**src/rtl/mem_req_ctrl_pkg.sv**
```systemverilog
// Shared definitions for the MEM-stage bus request controller:
// FSM encoding, access size codes and the alignment rule.
package mem_req_ctrl_pkg;

  typedef enum logic [1:0] {
    ST_IDLE = 2'd0,
    ST_ADDR = 2'd1,
    ST_DATA = 2'd2,
    ST_DONE = 2'd3
  } state_t;

  localparam logic [1:0] SZ_BYTE = 2'd0;
  localparam logic [1:0] SZ_HALF = 2'd1;
  localparam logic [1:0] SZ_WORD = 2'd2;

  // Size code 3 is never legal, whatever the address.
  function automatic logic is_aligned(input logic [1:0] size, input logic [1:0] addr_lo);
    case (size)
      SZ_BYTE: is_aligned = 1'b1;
      SZ_HALF: is_aligned = ~addr_lo[0];
      SZ_WORD: is_aligned = (addr_lo == 2'b00);
      default: is_aligned = 1'b0;
    endcase
  endfunction

endpackage

```
**src/rtl/mem_req_ctrl_strb_gen.sv**
```systemverilog
// Byte-lane strobes and store-data replication for one access.
// Purely combinational; the caller decides whether the strobes are used.
module mem_strb_gen
  import mem_req_ctrl_pkg::*;
(
  input  logic [1:0]  size,
  input  logic [1:0]  addr_lo,
  input  logic [31:0] wdata,
  output logic [3:0]  wstrb,
  output logic [31:0] wdata_out
);

  always_comb begin
    wstrb     = 4'b0000;
    wdata_out = wdata;
    case (size)
      SZ_BYTE: begin
        wstrb     = 4'b0001 << addr_lo;
        wdata_out = {4{wdata[7:0]}};
      end
      SZ_HALF: begin
        wstrb     = 4'b0011 << addr_lo;
        wdata_out = {2{wdata[15:0]}};
      end
      SZ_WORD: begin
        wstrb     = 4'b1111;
        wdata_out = wdata;
      end
      default: begin
        wstrb     = 4'b0000;
        wdata_out = wdata;
      end
    endcase
  end

endmodule

```
**src/rtl/mem_req_ctrl.sv**
```systemverilog
// MEM-stage load/store controller: turns a held pipeline request into a single
// outstanding bus transaction, stalling the pipeline until it completes.
//
// Bus handshake: bus_req is held with stable fields until bus_addr_ok is seen
// (address phase accepted); bus_data_ok then marks completion of that same
// transaction, possibly in the same cycle as bus_addr_ok. Only one transaction
// is ever outstanding, so no IDs are needed.
module mem_req_ctrl
  import mem_req_ctrl_pkg::*;
#(
  parameter int ADDR_W = 32,
  parameter int DATA_W = 32
) (
  input  logic              clk,
  input  logic              rst,
  input  logic              flush,
  input  logic              req_valid,
  input  logic              req_we,
  input  logic [1:0]        req_size,
  input  logic [ADDR_W-1:0] req_addr,
  input  logic [DATA_W-1:0] req_wdata,
  output logic              stallreq,
  output logic              rdata_valid,
  output logic [DATA_W-1:0] rdata,
  output logic              addr_err,
  output logic              bus_req,
  output logic              bus_wr,
  output logic [1:0]        bus_size,
  output logic [ADDR_W-1:0] bus_addr,
  output logic [3:0]        bus_wstrb,
  output logic [DATA_W-1:0] bus_wdata,
  input  logic              bus_addr_ok,
  input  logic              bus_data_ok,
  input  logic [DATA_W-1:0] bus_rdata,
  output logic [1:0]        dbg_state
);

  state_t            state, state_next;
  logic              we_q;
  logic [1:0]        size_q;
  logic [ADDR_W-1:0] addr_q;
  logic [DATA_W-1:0] wdata_q;
  logic              discard_q;
  logic [DATA_W-1:0] rdata_q;

  logic              aligned;
  logic              accept;
  logic              capture;
  logic [3:0]        strb_raw;
  logic [DATA_W-1:0] wdata_rep;

  assign aligned = is_aligned(req_size, req_addr[1:0]);
  assign accept  = (state == ST_IDLE) && req_valid && aligned && !flush && !rst;

  // A discarded (flushed) transaction still drains the bus but never updates rdata.
  assign capture = bus_data_ok && !we_q && !flush && !discard_q &&
                   (((state == ST_ADDR) && bus_addr_ok) || (state == ST_DATA));

  always_ff @(posedge clk) begin
    if (rst) state <= ST_IDLE;
    else     state <= state_next;
  end

  always_comb begin
    state_next = state;
    case (state)
      ST_IDLE: if (accept) state_next = ST_ADDR;
      ST_ADDR: begin
        if (bus_addr_ok) begin
          if (bus_data_ok) state_next = flush ? ST_IDLE : ST_DONE;
          else             state_next = ST_DATA;
        end else if (flush) begin
          state_next = ST_IDLE;
        end
      end
      ST_DATA: if (bus_data_ok) state_next = (flush || discard_q) ? ST_IDLE : ST_DONE;
      ST_DONE: state_next = ST_IDLE;
      default: state_next = ST_IDLE;
    endcase
  end

  always_comb begin
    stallreq    = 1'b0;
    bus_req     = 1'b0;
    rdata_valid = 1'b0;
    addr_err    = 1'b0;
    if (!rst) begin
      case (state)
        ST_IDLE: begin
          stallreq = accept;
          addr_err = req_valid && !flush && !aligned;
        end
        ST_ADDR: begin
          stallreq = 1'b1;
          bus_req  = 1'b1;
        end
        ST_DATA: stallreq = 1'b1;
        ST_DONE: rdata_valid = !we_q;
        default: stallreq = 1'b0;
      endcase
    end
  end

  always_ff @(posedge clk) begin
    if (rst) begin
      we_q    <= 1'b0;
      size_q  <= SZ_BYTE;
      addr_q  <= '0;
      wdata_q <= '0;
    end else if (accept) begin
      we_q    <= req_we;
      size_q  <= req_size;
      addr_q  <= req_addr;
      wdata_q <= req_wdata;
    end
  end

  always_ff @(posedge clk) begin
    if (rst) discard_q <= 1'b0;
    else     discard_q <= (state_next == ST_DATA) && (discard_q || flush);
  end

  always_ff @(posedge clk) begin
    if (rst)          rdata_q <= '0;
    else if (capture) rdata_q <= bus_rdata;
  end

  mem_strb_gen u_strb_gen (
    .size      (size_q),
    .addr_lo   (addr_q[1:0]),
    .wdata     (wdata_q),
    .wstrb     (strb_raw),
    .wdata_out (wdata_rep)
  );

  assign rdata     = rdata_q;
  assign bus_wr    = we_q;
  assign bus_size  = size_q;
  assign bus_addr  = addr_q;
  assign bus_wdata = wdata_rep;
  assign bus_wstrb = (bus_req && we_q) ? strb_raw : 4'b0000;
  assign dbg_state = state;

endmodule

```
**config.mk**
```make
export PLATFORM = sky130hd
export DESIGN_NAME = mem_req_ctrl
export DESIGN_NICKNAME = d
export VERILOG_FILES = /design/src/rtl/mem_req_ctrl_pkg.sv /design/src/rtl/mem_req_ctrl_strb_gen.sv /design/src/rtl/mem_req_ctrl.sv
export SDC_FILE = /design/constraint.sdc
export NUM_CORES = 1
export LEC_CHECK = 0
export ABC_AREA = 1
export BUFFER_PORTS_ARGS = -buffer_cell sky130_fd_sc_hd__buf_2
export CAP_MARGIN = 10
export CELL_PAD_IN_SITES_DETAIL_PLACEMENT = 0
export CELL_PAD_IN_SITES_GLOBAL_PLACEMENT = 1
export CORE_UTILIZATION = 34
export CTS_CLUSTER_SIZE = 14
export DETAILED_ROUTE_END_ITERATION = 6
export PLACE_DENSITY = 0.92
export RECOVER_POWER = 100
export SETUP_SLACK_MARGIN = 0.3
export SKIP_CTS_REPAIR_TIMING = 1
export SKIP_LAST_GASP = 1
export SYNTH_ARGS = -nofsm -noshare
export SYNTH_HDL_FRONTEND = slang
export SYNTH_HIERARCHICAL = 1
export SYNTH_SLANG_ARGS = --single-unit
```
**constraint.sdc**
```tcl
create_clock -name clk -period 2.8 [get_ports clk]
set_input_delay 0.28 -clock clk [delete_from_list [all_inputs] [get_ports clk]]
set_output_delay 0.28 -clock clk [all_outputs]
set_load 0.02 [all_outputs]
```
* Word-level counts from Yosys, hierarchy flattened
Cells that the tools add are included.
** Cells by class
- Multiplexer cells :: 20
- Shifts and indexed selects :: 2
- Equality and inequality tests :: 8
- Bitwise gates (word level) :: 1
- Reduce and logical (&&, ||, !) cells :: 25
** Operators by type and width (number)
- case mux 32 bit (2 select lines) :: 1
- 2-to-1 mux 2 bit :: 7
- logical AND 1 bit :: 13
- case mux 4 bit (3 select lines) :: 1
- equality test 2 bit, second input constant :: 5
- zero test 2 bit :: 4
- case mux 2 bit (4 select lines) :: 1
- 2-to-1 mux 1 bit :: 7
- equality test 2 x 1 -> 1 bit, second input constant :: 3
- zero test 1 bit :: 5
- 2-to-1 mux 4 bit :: 1
- << shifter 1 x 2 -> 4 bit, first input constant :: 1
- << shifter 2 x 2 -> 4 bit, first input constant :: 1
- case mux 1 bit (3 select lines) :: 1
- logical OR 1 bit :: 2
- case mux 1 bit (2 select lines) :: 1
- OR reduction 2 bit :: 1
- inverter 1 bit :: 1
** Word-level totals
- Flip-flop bits (word level) :: 102

* Longest topological paths before layout
Gate-level depths: netlist of the first run.
- Word-level depth :: 9
- Gate-level depth with buffers :: 10
- Depth with buffers taken out :: 10

* Modules after synthesis
Netlist of the first run, hierarchy kept.
** By module, submodules not included
- mem_req_ctrl :: area an instance 3913.8 um^2, times used 1, seq. area each 2042.0 um^2, cells each 511
- mem_strb_gen :: area an instance 455.4 um^2, times used 1, seq. area each 0.0 um^2, cells each 94

* Worst setup path before layout of the first run
No wires, ideal clock.
- Path kind :: register to output
- From :: reg state[0] (netlist: dbg_state[0])
- To :: out bus_wstrb[0]
- Slack :: 0.950 ns
- Cell stages (with the launch flop) :: 6
- Data required time :: 2.520 ns
- Data arrival time :: 1.570 ns
- Cell sequence :: dfxtp_1 -> ha_1 -> inv_1 -> nor2_1 -> nand2_1 -> nor2_1
** On the way
- Word-level cells in the longest chain between the ends :: 5
** RTL lines
- from (decl) :: RTL line mem_req_ctrl.sv:38 : state_t state, state_next;
- from (signal assigned) :: RTL line mem_req_ctrl.sv:61 : else state <= state_next;
- equality test 2 x 1 -> 1 bit :: RTL line mem_req_ctrl.sv:88 : case (state)
- 2-to-1 mux 1 bit :: RTL line mem_req_ctrl.sv:88
- 2-to-1 mux 1 bit :: RTL line mem_req_ctrl.sv:87 : if (!rst) begin
- named net bus_req :: RTL line mem_req_ctrl.sv:26 : output logic bus_req,
- logical AND 1 bit :: RTL line mem_req_ctrl.sv:141 : assign bus_wstrb = (bus_req && we_q) ? strb_raw : 4'b0000;
- 2-to-1 mux 4 bit :: RTL line mem_req_ctrl.sv:141
- to (decl) :: RTL line mem_req_ctrl.sv:30 : output logic [3:0] bus_wstrb,
The timed path passes the listed nets, and every way through them passes these cells.

* Worst setup path after layout of the first run
- From :: reg size_q[1] (netlist: bus_size[1])
- To :: out bus_wdata[9]
** On the way
- Word-level cells in the longest chain between the ends :: 2
- Elaborated cells on any way between the ends :: 3
- Classes of those cells :: eq/ne (1); mux (1); reduce/logical (1)
** RTL lines
- from (decl) :: RTL line mem_req_ctrl.sv:40 : logic [1:0] size_q;
- from (signal assigned) :: RTL line mem_req_ctrl.sv:112 : size_q <= req_size;
- equality test 2 x 1 -> 1 bit / zero test 2 bit (equally long branches) :: RTL line mem_req_ctrl_strb_gen.sv:16 : case (size)
- case mux 32 bit (2 select lines) (*) :: RTL line mem_req_ctrl_strb_gen.sv:16
- to (decl) :: RTL line mem_req_ctrl.sv:31 : output logic [DATA_W-1:0] bus_wdata,
Mark *: on every way between the ends. The rest lies on a longest branch, timed or not.

==> impl_metrics.env, run 1 <==
export IMPL_dieArea_mm2=0.0133
export IMPL_grt_pass1_vias=3842
export IMPL_cts_tree="done"
export IMPL_p_sw_share_pct=27.2
export IMPL_fin_area_mm2=0.00559
export IMPL_drt_wl_total_um=12400
export IMPL_fin_util_pct=44.5
export IMPL_fp_dieH_um=115
export IMPL_num_antenna_cells=0
export IMPL_grt_pass1_wl_um=19100
export IMPL_cp_end_kind="output pin"
export IMPL_viasPerCell=4.54
export IMPL_cp_max_fo=22
export IMPL_period_needed_ns=2.45
export IMPL_yosysTopAreaCellShare_pct=46.7
export IMPL_clockBufferDepth=2
export IMPL_drtIter0Drc=226
export IMPL_ys_seq_area_share_pct=46.7
export IMPL_drive_gt1_share_pct=18.4
export IMPL_detail_route_antenna_nets=0
export IMPL_drv_slew=0
export IMPL_place_hpwl_um=8670
export IMPL_power_frac_clock_pct=38.3
export IMPL_finalSetupTns_ns=0
export IMPL_rows=41
export IMPL_power_frac_comb_pct=14.5
export IMPL_dpl_instance_area_mm2=0.00546
export IMPL_syn_inst=605
export IMPL_worstSkewPairLatency_ns=0.34
export IMPL_clock_sinks=102
export IMPL_post_drt_wl_per_cell_um=12.8
export IMPL_fin_skew_ns=0.00489
export IMPL_grt_antenna_before_repair=1
export IMPL_leakagePower_nw=2.27
export IMPL_portBuffers=213
export IMPL_worstPathArrival_ns=2.17
export IMPL_fp_dieW_um=115
export IMPL_syn_avg_cell_area_um2=7.22
export IMPL_area_growth_syn_to_layout_pct=28.0
export IMPL_hold_ws_ns=0.173
export IMPL_tightestPinTransition_ns=1.10
export IMPL_synth_top_area_cell="dfxtp_1"
export IMPL_ys_types=25
export IMPL_cts_buffers=9
export IMPL_setup_violations=0
export IMPL_final_cell_mix="nor2_1, buf_2, nand2_1, clkbuf_1, dfxtp_1"
export IMPL_fmax_mhz=408
export IMPL_drv_cap=0
export IMPL_ys_warn_count=6
export IMPL_p_int_mw=2.38
export IMPL_vias=4387
export IMPL_ioPinCount=214
export IMPL_fin_nets=902
export IMPL_period_share_pct=87.5
export IMPL_p_total_mw=3.27
export IMPL_syn_area_mm2=0.00437
export IMPL_grt_setup_unrepaired="false"
export IMPL_synth_nets=716
export IMPL_synth_seq_cells=102
export IMPL_max_slew_margin_pct=26.8
export IMPL_powerDensity_mw_per_mm2=585
export IMPL_layout_commonest_cell="nor2_1"
export IMPL_min_path_type="input pin to flop"
export IMPL_core_mm2=0.0126
export IMPL_post_route_drc_count=0
export IMPL_initial_core_util_pct=34.8
export IMPL_root_buffer="clkbuf_16"
export IMPL_hold_viol_final=0
export IMPL_firstDrtPassIters=4
export IMPL_grt_max_degree=71
export IMPL_grt_usage_pct=18.4
export IMPL_p_sw_mw=0.890
export IMPL_path_clk_slew_ns=0.07
export IMPL_ir_worst_vdd_v=0.000518
export IMPL_power_frac_seq_pct=47.2
export IMPL_grt_overflow=0
export IMPL_yosys_top_cells_area="dfxtp_1, nor2_1, nand2_1, o21ai_0, nand3_1"
export IMPL_outcome="finished, final reports clean"
export IMPL_cts_htree_levels=3
export IMPL_startpoint_type="flop"
export IMPL_gp_congestion=0.823
export IMPL_cp_data_required_time_ns=2.52
export IMPL_crit_type="flop to output pin"
==> state kept, by name, indices dropped and copies added, names as in the netlist <==
| name | flops |
|---|---|
| bus_wr | 1 |
| rdata | 32 |
| dbg_state | 2 |
| wdata_q | 32 |
| bus_size | 2 |
| discard_q | 1 |
| bus_addr | 32 |
==> power groups by stage <==
stage                     clock network (mW)  logic, mW  registers, mW
after floorplan                            0      0.283           1.61
after global placement                     0      0.499           1.57
after detailed placement                   0      0.501           1.58
after CTS                               1.29      0.503           1.54
after global routing                    1.34      0.533           1.55
final                                   1.25      0.475           1.55
==> kinds of logic after synthesis <==
family	synth area share, %
fa+ha+maj	1.72
flops	46.7
compound gates	14.0
buf+inv	9.02
simple gates	28.6
==> critical path, cell delays in order, from the launching register on <==
cell,delay [ns]
dfxtp_1,0.33
clkbuf_1,0.81
nor2_4,0.20
o21ai_1,0.23
clkbuf_1,0.25
==> metal layers <==
layer  part of all wire [%]  wire length (um)  track usage, %  vias to the layer above
met5                  0.089                11               0                        -
met4                    2.1               265            7.36                        2
met3                    8.5              1060            7.12                       20
met2                     44              5490            28.8                      156
met1                     45              5540            22.6                     1917
li1                       -                 -               -                     2292
==> layout make-up <==
cell class | count | area (um2)
fillers | 1408 | 6970
flip-flops and latches | 102 | 2040
multi-input cells | 427 | 1920
repair buffers | 221 | 1000
clock buffers | 10 | 239
well taps | 172 | 215
inverters | 30 | 115
clock inverters | 5 | 57.6
==> Yosys cell counts <==
master	instances
o21ai_0	58
o31ai_1	1
nor3_2	1
ha_1	6
nand2_2	2
or2_1	1
inv_1	27
buf_4	11
nand2_4	1
nand3_1	39
inv_2	1
dfxtp_1	102
nor2_2	10
o21ai_1	19
nor2_4	2
buf_6	3
a21oi_1	33
nor2_1	143
buf_2	15
clkinv_2	1
nand2_1	104
buf_8	2
inv_4	1
o211ai_1	7
clkbuf_1	15
==> final timing paths <==
path                      start           end  slack [ns]  cells past startpoint
setup / recovery    bus_size[1]  bus_wdata[9]        0.35                      4
hold / removal    req_wdata[15]   wdata_q[15]        0.17                      3
setup reg to reg   dbg_state[0]      rdata[1]        0.78                      8
hold reg to reg       rdata[26]     rdata[26]        0.46                      2
==> stage by stage <==
step | setup slack (ns) | instances
finish | 0.349 | 967
global route | 0.244 | 967
CTS | 0.406 | 967
detailed placement | 0.795 | 952
global placement | 0.874 | 952
floorplan | 0.950 | 605
No activity file was read; power rests on OpenSTA's default activity.
==> run 2, diff against run 1 <==
--- a/config.mk
+++ b/config.mk
@@ -8,2 +8,3 @@
 export ABC_AREA = 1
+export ABC_CLOCK_PERIOD_IN_PS = 2800
 export BUFFER_PORTS_ARGS = -buffer_cell sky130_fd_sc_hd__buf_2
@@ -20,2 +21,3 @@
 export SKIP_LAST_GASP = 1
+export SLEW_MARGIN = 20
 export SYNTH_ARGS = -nofsm -noshare
--- a/constraint.sdc
+++ b/constraint.sdc
@@ -3,2 +3,2 @@
 set_output_delay 0.28 -clock clk [all_outputs]
-set_load 0.02 [all_outputs]
+set_load 0.005 [all_outputs]
==> run 2 against run 1 <==
Utilization is 0.52 points higher. Routed wire length grew 0.31%. Worst setup slack better by 0.10 ns. Register-to-register slack barely moved. Combinational power shrank 13%. Maximum frequency is 4.5% higher. Cell count up 0.31%.
==> impl_metrics.env, run 2 (synthesis gave the netlist of run 1 again) <==
export IMPL_firstDrtPassIters=5
export IMPL_tightestPinTransition_ns=1.22
export IMPL_vias=4446
export IMPL_worstPathArrival_ns=2.07
export IMPL_drtIter0Drc=179
export IMPL_ioPinCount=214
export IMPL_hp_start="req_wdata[15]"
export IMPL_layout_commonest_cell="nor2_1"
export IMPL_root_buffer="clkbuf_16"
export IMPL_grt_pass1_vias=4009
export IMPL_fin_area_mm2=0.00566
export IMPL_cp_slowest_cell="dfxtp_1"
export IMPL_grt_overflow=0
export IMPL_outcome="finished, final reports clean"
export IMPL_final_cell_mix="nor2_1, buf_2, nand2_1"
export IMPL_post_drt_wl_per_cell_um=12.8
export IMPL_place_hpwl_um=8710
export IMPL_startpoint_type="flop"
export IMPL_viasPerCell=4.58
export IMPL_leakagePower_nw=2.43
export IMPL_path_common_cell="nor2_1"
export IMPL_grt_usage_pct=18.4
export IMPL_fp_dieH_um=115
export IMPL_fmax_mhz=426
export IMPL_cts_buffers=9
export IMPL_clock_sinks=102
export IMPL_cp_max_fo=20
export IMPL_min_path_type="input pin to flop"
export IMPL_drt_wl_total_um=12400
export IMPL_final_cells=970
export IMPL_drv_slew=0
export IMPL_drv_cap=0
export IMPL_max_stage_delay_ns=0.38
export IMPL_dpl_instance_area_mm2=0.00546
export IMPL_path_buf_inv=3
export IMPL_hold_viol_final=0
export IMPL_clockBufferDepth=2
export IMPL_detail_route_antenna_nets=0
export IMPL_path_clk_slew_ns=0.07
export IMPL_gp_congestion=0.825
export IMPL_hold_ws_ns=0.174
export IMPL_initial_core_util_pct=34.8
export IMPL_critPathTopFamily="buffers and inverters"
export IMPL_fp_dieW_um=115
export IMPL_cp_data_required_time_ns=2.52
export IMPL_grt_pass1_wl_um=19300
export IMPL_grt_setup_unrepaired="false"
export IMPL_grt_max_degree=71
export IMPL_rows=41
export IMPL_startpoint="dbg_state[0]"
export IMPL_powerDensity_mw_per_mm2=574
export IMPL_grt_antenna_before_repair=3
export IMPL_max_slew_margin_pct=18.4
export IMPL_ir_worst_vdd_v=0.000577
export IMPL_area_growth_syn_to_layout_pct=29.5
export IMPL_fin_nets=902
export IMPL_crit_chain="inv_1, ha_1, nand2_1, nor2_1, nand2_4, inv_2, o21ai_1, nor2_1, buf_2"
export IMPL_dieArea_mm2=0.0133
export IMPL_finalSetupTns_ns=0
export IMPL_cts_tree="done"
export IMPL_cts_htree_levels=3
export IMPL_cp_end_kind="output pin"
export IMPL_fin_skew_ns=0.00437
export IMPL_period_needed_ns=2.35
export IMPL_core_mm2=0.0126
export IMPL_crit_type="flop to output pin"
export IMPL_place_inst=952
export IMPL_fill_cells=1408
export IMPL_r2r_start="dbg_state[0]"
export IMPL_drive_gt1_share_pct=22.7
export IMPL_period_share_pct=83.8
export IMPL_setup_violations=0
export IMPL_portBuffers=213
export IMPL_post_route_drc_count=0
export IMPL_worstSkewPairLatency_ns=0.34
[run 2: cell count changes in the layout (fill, tap and decap cells not counted), sizes merged]
cell and delta:
inv +1, diode +2, buf +31, clkinv -2, clkbuf -29
[run 2: per-stage QoR]
step / setup slack (ns) / total power, mW / utilization [%]
floorplan: 1.18 / 1.83 / -
global placement: 0.880 / 2.00 / 43.4
detailed placement: 0.798 / 2.01 / 43.4
CTS: 0.432 / 3.30 / 45.9
global route: 0.255 / 3.40 / 45.0
finish: 0.454 / 3.25 / 45.0
[run 2: final timing paths]
check / endpoint / slack, ns / depth (start not counted)
worst min-delay path: wdata_q[15] / 0.17 / 3
worst min register to register: rdata[24] / 0.46 / 2
worst max register to register: rdata[9] / 0.77 / 8
worst max-delay path: stallreq / 0.45 / 9
[run 2: final cells by class]
| type | instances | area (um2) | area share, % |
|---|---|---|---|
| diodes | 2 | 5.00 | 0.0884 |
| clock buffers | 12 | 256 | 4.53 |
| clock inverters | 4 | 52.6 | 0.929 |
| inverters | 30 | 115 | 2.03 |
| multi-input cells | 427 | 1930 | 34.1 |
| flip-flops and latches | 102 | 2040 | 36.1 |
| well taps | 172 | 215 | 3.80 |
| repair buffers | 221 | 1040 | 18.4 |
[run 2: where the power goes]
part	internal, mW	switching (mW)	total [mW]
Sequential	1.50	0.0405	1.55
Clock	0.747	0.539	1.29
Combinational	0.170	0.245	0.415
Total	2.42	0.824	3.25
[run 2: worst min-delay path: stages]
cell     delay (ns)
buf_2          0.07
o21ai_1        0.05
nor2_1         0.07
[run 2: layer usage]
| layer | global-route usage, % | up-vias | share of wire [%] |
|---|---|---|---|
| li1 | - | 2294 | - |
| met1 | 22.4 | 1991 | 45 |
| met2 | 29.7 | 139 | 45 |
| met3 | 6.43 | 20 | 7.8 |
| met4 | 7.45 | 2 | 2.2 |
| met5 | 0 | - | 0.089 |
==> run 3, diff against run 2 <==
Settings changed: ABC_AREA 1 to 0, ABC_CLOCK_PERIOD_IN_PS 2800 to 2310, CORE_UTILIZATION 34 to 32, PLACE_DENSITY 0.92 to 0.85.
Clock period 2.8 ns to 2.31 ns, I/O delays scaled along.
==> run 3 against run 2 <==
Clock power increased by 9%. Register-to-register slack got worse by 0.39 ns. Clock skew about the same. Global-route usage decreased by 1.9 points. Synthesized cell count decreased by 9.4%. Via count decreased by 5.4%.
==> impl_metrics.env, run 3 <==
export IMPL_final_cell_mix="nand2_1, buf_2, dfxtp_1"
export IMPL_worstSkewPairLatency_ns=0.34
export IMPL_hold_viol_final=0
export IMPL_fin_nets=851
export IMPL_root_buffer="clkbuf_16"
export IMPL_powerDensity_mw_per_mm2=636
export IMPL_startpoint_type="flop"
export IMPL_rows=42
export IMPL_grt_setup_unrepaired="true"
export IMPL_fp_dieH_um=120
export IMPL_synth_nets=659
export IMPL_cp_max_fo=8
export IMPL_post_synth_top_count_cell="nand2_1"
export IMPL_dpl_instance_area_mm2=0.00559
export IMPL_outcome="finished, final reports clean"
export IMPL_cp_data_required_time_ns=2.08
export IMPL_drive_gt1_share_pct=30.3
export IMPL_ioPinCount=214
export IMPL_syn_area_mm2=0.00446
export IMPL_r2r_slack_ns=0.38
export IMPL_finalSetupTns_ns=0
export IMPL_ir_worst_vdd_v=0.000282
export IMPL_grt_pass1_wl_um=19000
export IMPL_area_growth_syn_to_layout_pct=29.4
export IMPL_period_needed_ns=1.98
export IMPL_rr_endpoint="rdata[31]"
export IMPL_clock_sinks=102
export IMPL_post_route_drc_count=0
export IMPL_cts_tree="done"
export IMPL_firstDrtPassIters=4
export IMPL_worstHoldEndpoint="bus_addr[3]"
export IMPL_synth_top_area_cell="dfxtp_1"
export IMPL_critPathTopFamily="simple AND/OR/NAND/NOR gates"
export IMPL_p_int_mw=2.76
export IMPL_synthArstFlopShare_pct=0
export IMPL_cp_slowest_cell="nor2b_1"
export IMPL_clockBufferDepth=2
export IMPL_drv_slew=0
export IMPL_detail_route_antenna_nets=0
export IMPL_crit_chain="buf_4, ha_1, nor2b_1, and3_1, clkbuf_1"
export IMPL_portBuffers=213
export IMPL_path_buf_inv=2
export IMPL_fin_util_pct=43.0
export IMPL_yosysTopAreaCellShare_pct=45.8
export IMPL_tightestPinTransition_ns=0.669
export IMPL_grt_antenna_before_repair=0
export IMPL_grt_overflow=0
export IMPL_p_total_mw=3.67
export IMPL_fmax_mhz=505
export IMPL_power_frac_clock_pct=38.2
export IMPL_hp_start="req_addr[3]"
export IMPL_post_drt_wl_per_cell_um=13.2
export IMPL_fin_skew_ns=0.00483
export IMPL_dieArea_mm2=0.0144
export IMPL_cts_htree_levels=3
export IMPL_synth_seq_cells=102
export IMPL_initial_core_util_pct=33.3
export IMPL_core_mm2=0.0134
export IMPL_r2r_start="dbg_state[1]"
export IMPL_yosys_top_cells_count="nand2_1, dfxtp_1, a21oi_1"
export IMPL_ys_warn_count=6
export IMPL_cp_end_kind="output pin"
export IMPL_power_frac_comb_pct=11.7
export IMPL_grt_max_degree=54
export IMPL_worstPathArrival_ns=1.75
export IMPL_synth_edf_count=0
export IMPL_ys_types=37
export IMPL_drv_cap=0
export IMPL_whs_path_depth=3
export IMPL_p_sw_mw=0.911
export IMPL_crit_type="flop to output pin"
export IMPL_leakagePower_nw=2.37
export IMPL_gp_congestion=0.786
export IMPL_num_antenna_cells=0
export IMPL_layout_commonest_cell="nand2_1"
export IMPL_startpoint="dbg_state[0]"
export IMPL_cts_buffers=9
export IMPL_syn_inst=548
export IMPL_place_hpwl_um=8500
export IMPL_synth_main_ff_cell="dfxtp_1"
export IMPL_path_clk_slew_ns=0.07
export IMPL_viasPerCell=4.57
export IMPL_fin_area_mm2=0.00577
export IMPL_drt_wl_total_um=12100
export IMPL_grt_pass1_vias=3808
export IMPL_drtIter0Drc=235
export IMPL_max_slew_margin_pct=55.4
export IMPL_yosys_top_cells_area="dfxtp_1, nand2_1, a21oi_1, mux2_2, a21oi_2"
export IMPL_period_share_pct=85.7
export IMPL_vias=4205
export IMPL_ff2ff_path_depth=7
export IMPL_max_stage_delay_ns=0.36
export IMPL_min_path_type="input pin to flop"
export IMPL_syn_avg_cell_area_um2=8.13
export IMPL_hold_ws_ns=0.119
export IMPL_fp_dieW_um=120
export IMPL_ys_seq_area_share_pct=45.8
export IMPL_setup_violations=0
export IMPL_grt_usage_pct=16.5
export IMPL_p_sw_share_pct=24.8
export IMPL_power_frac_seq_pct=50.1
==> run 3: layout make-up <==
cell class	count	area [um2]
Clock inverter	4	22.5
Sequential cell	102	2040
Clock buffer	12	246
Tap cell	176	220
Timing Repair Buffer	228	1140
Multi-Input combinational cell	395	2070
Fill cell	1452	7630
Inverter	4	15.0
==> run 3: tightest hold or removal path, stage by stage <==
cell     delay [ns]
buf_2          0.09
nand2_1        0.04
a21oi_1        0.05
==> run 3: power groups by stage <==
| stage | clock network, mW | registers [mW] | logic (mW) |
|---|---|---|---|
| 2_1_floorplan | 0 | 1.88 | 0.233 |
| 3_3_place_gp | 0 | 1.88 | 0.443 |
| 3_5_place_dp | 0 | 1.88 | 0.442 |
| 4_1_cts | 1.46 | 1.84 | 0.443 |
| 5_1_grt | 1.53 | 1.84 | 0.476 |
| 6_report | 1.40 | 1.84 | 0.429 |
==> run 3: worst max path at each step <==
stage | end | slack [ns] | cells past startpoint
6_report | bus_wstrb[0] | 0.33 | 5
5_1_grt | bus_wstrb[0] | 0.19 | 5
4_1_cts | stallreq | 0.24 | 7
3_5_place_dp | rdata[10] | 0.50 | 7
3_3_place_gp | rdata[29] | 0.55 | 7
2_1_floorplan | wdata_q[6] | 0.63 | 8
==> run 3: per-layer routing <==
metal  GRT usage, %  up-vias  routed length [um]
met1           21.9     1880                5710
met5              0        -                   0
met3           4.47       13                 910
met4           6.41        0                 208
li1               -     2169                   -
met2           25.3      143                5310
==> run 3: through the flow <==
stage          setup slack (ns)  cells
3_3_place_gp              0.545    903
4_1_cts                   0.236    919
5_1_grt                   0.188    921
6_report                  0.330    921
2_1_floorplan             0.627    548
3_5_place_dp              0.497    903
==> run 3: kinds of logic (layout without fill, tap and decap cells) <==
logic type,after synthesis,count (layout),synth area share [%]
DFF,102,102,45.8
buffers and inverters,51,248,7.27
muxes,27,27,6.54
adders and majority gates,6,6,1.68
AOI/OAI and AO/OA,128,128,17.0
and+or+nand+nor,234,234,21.6
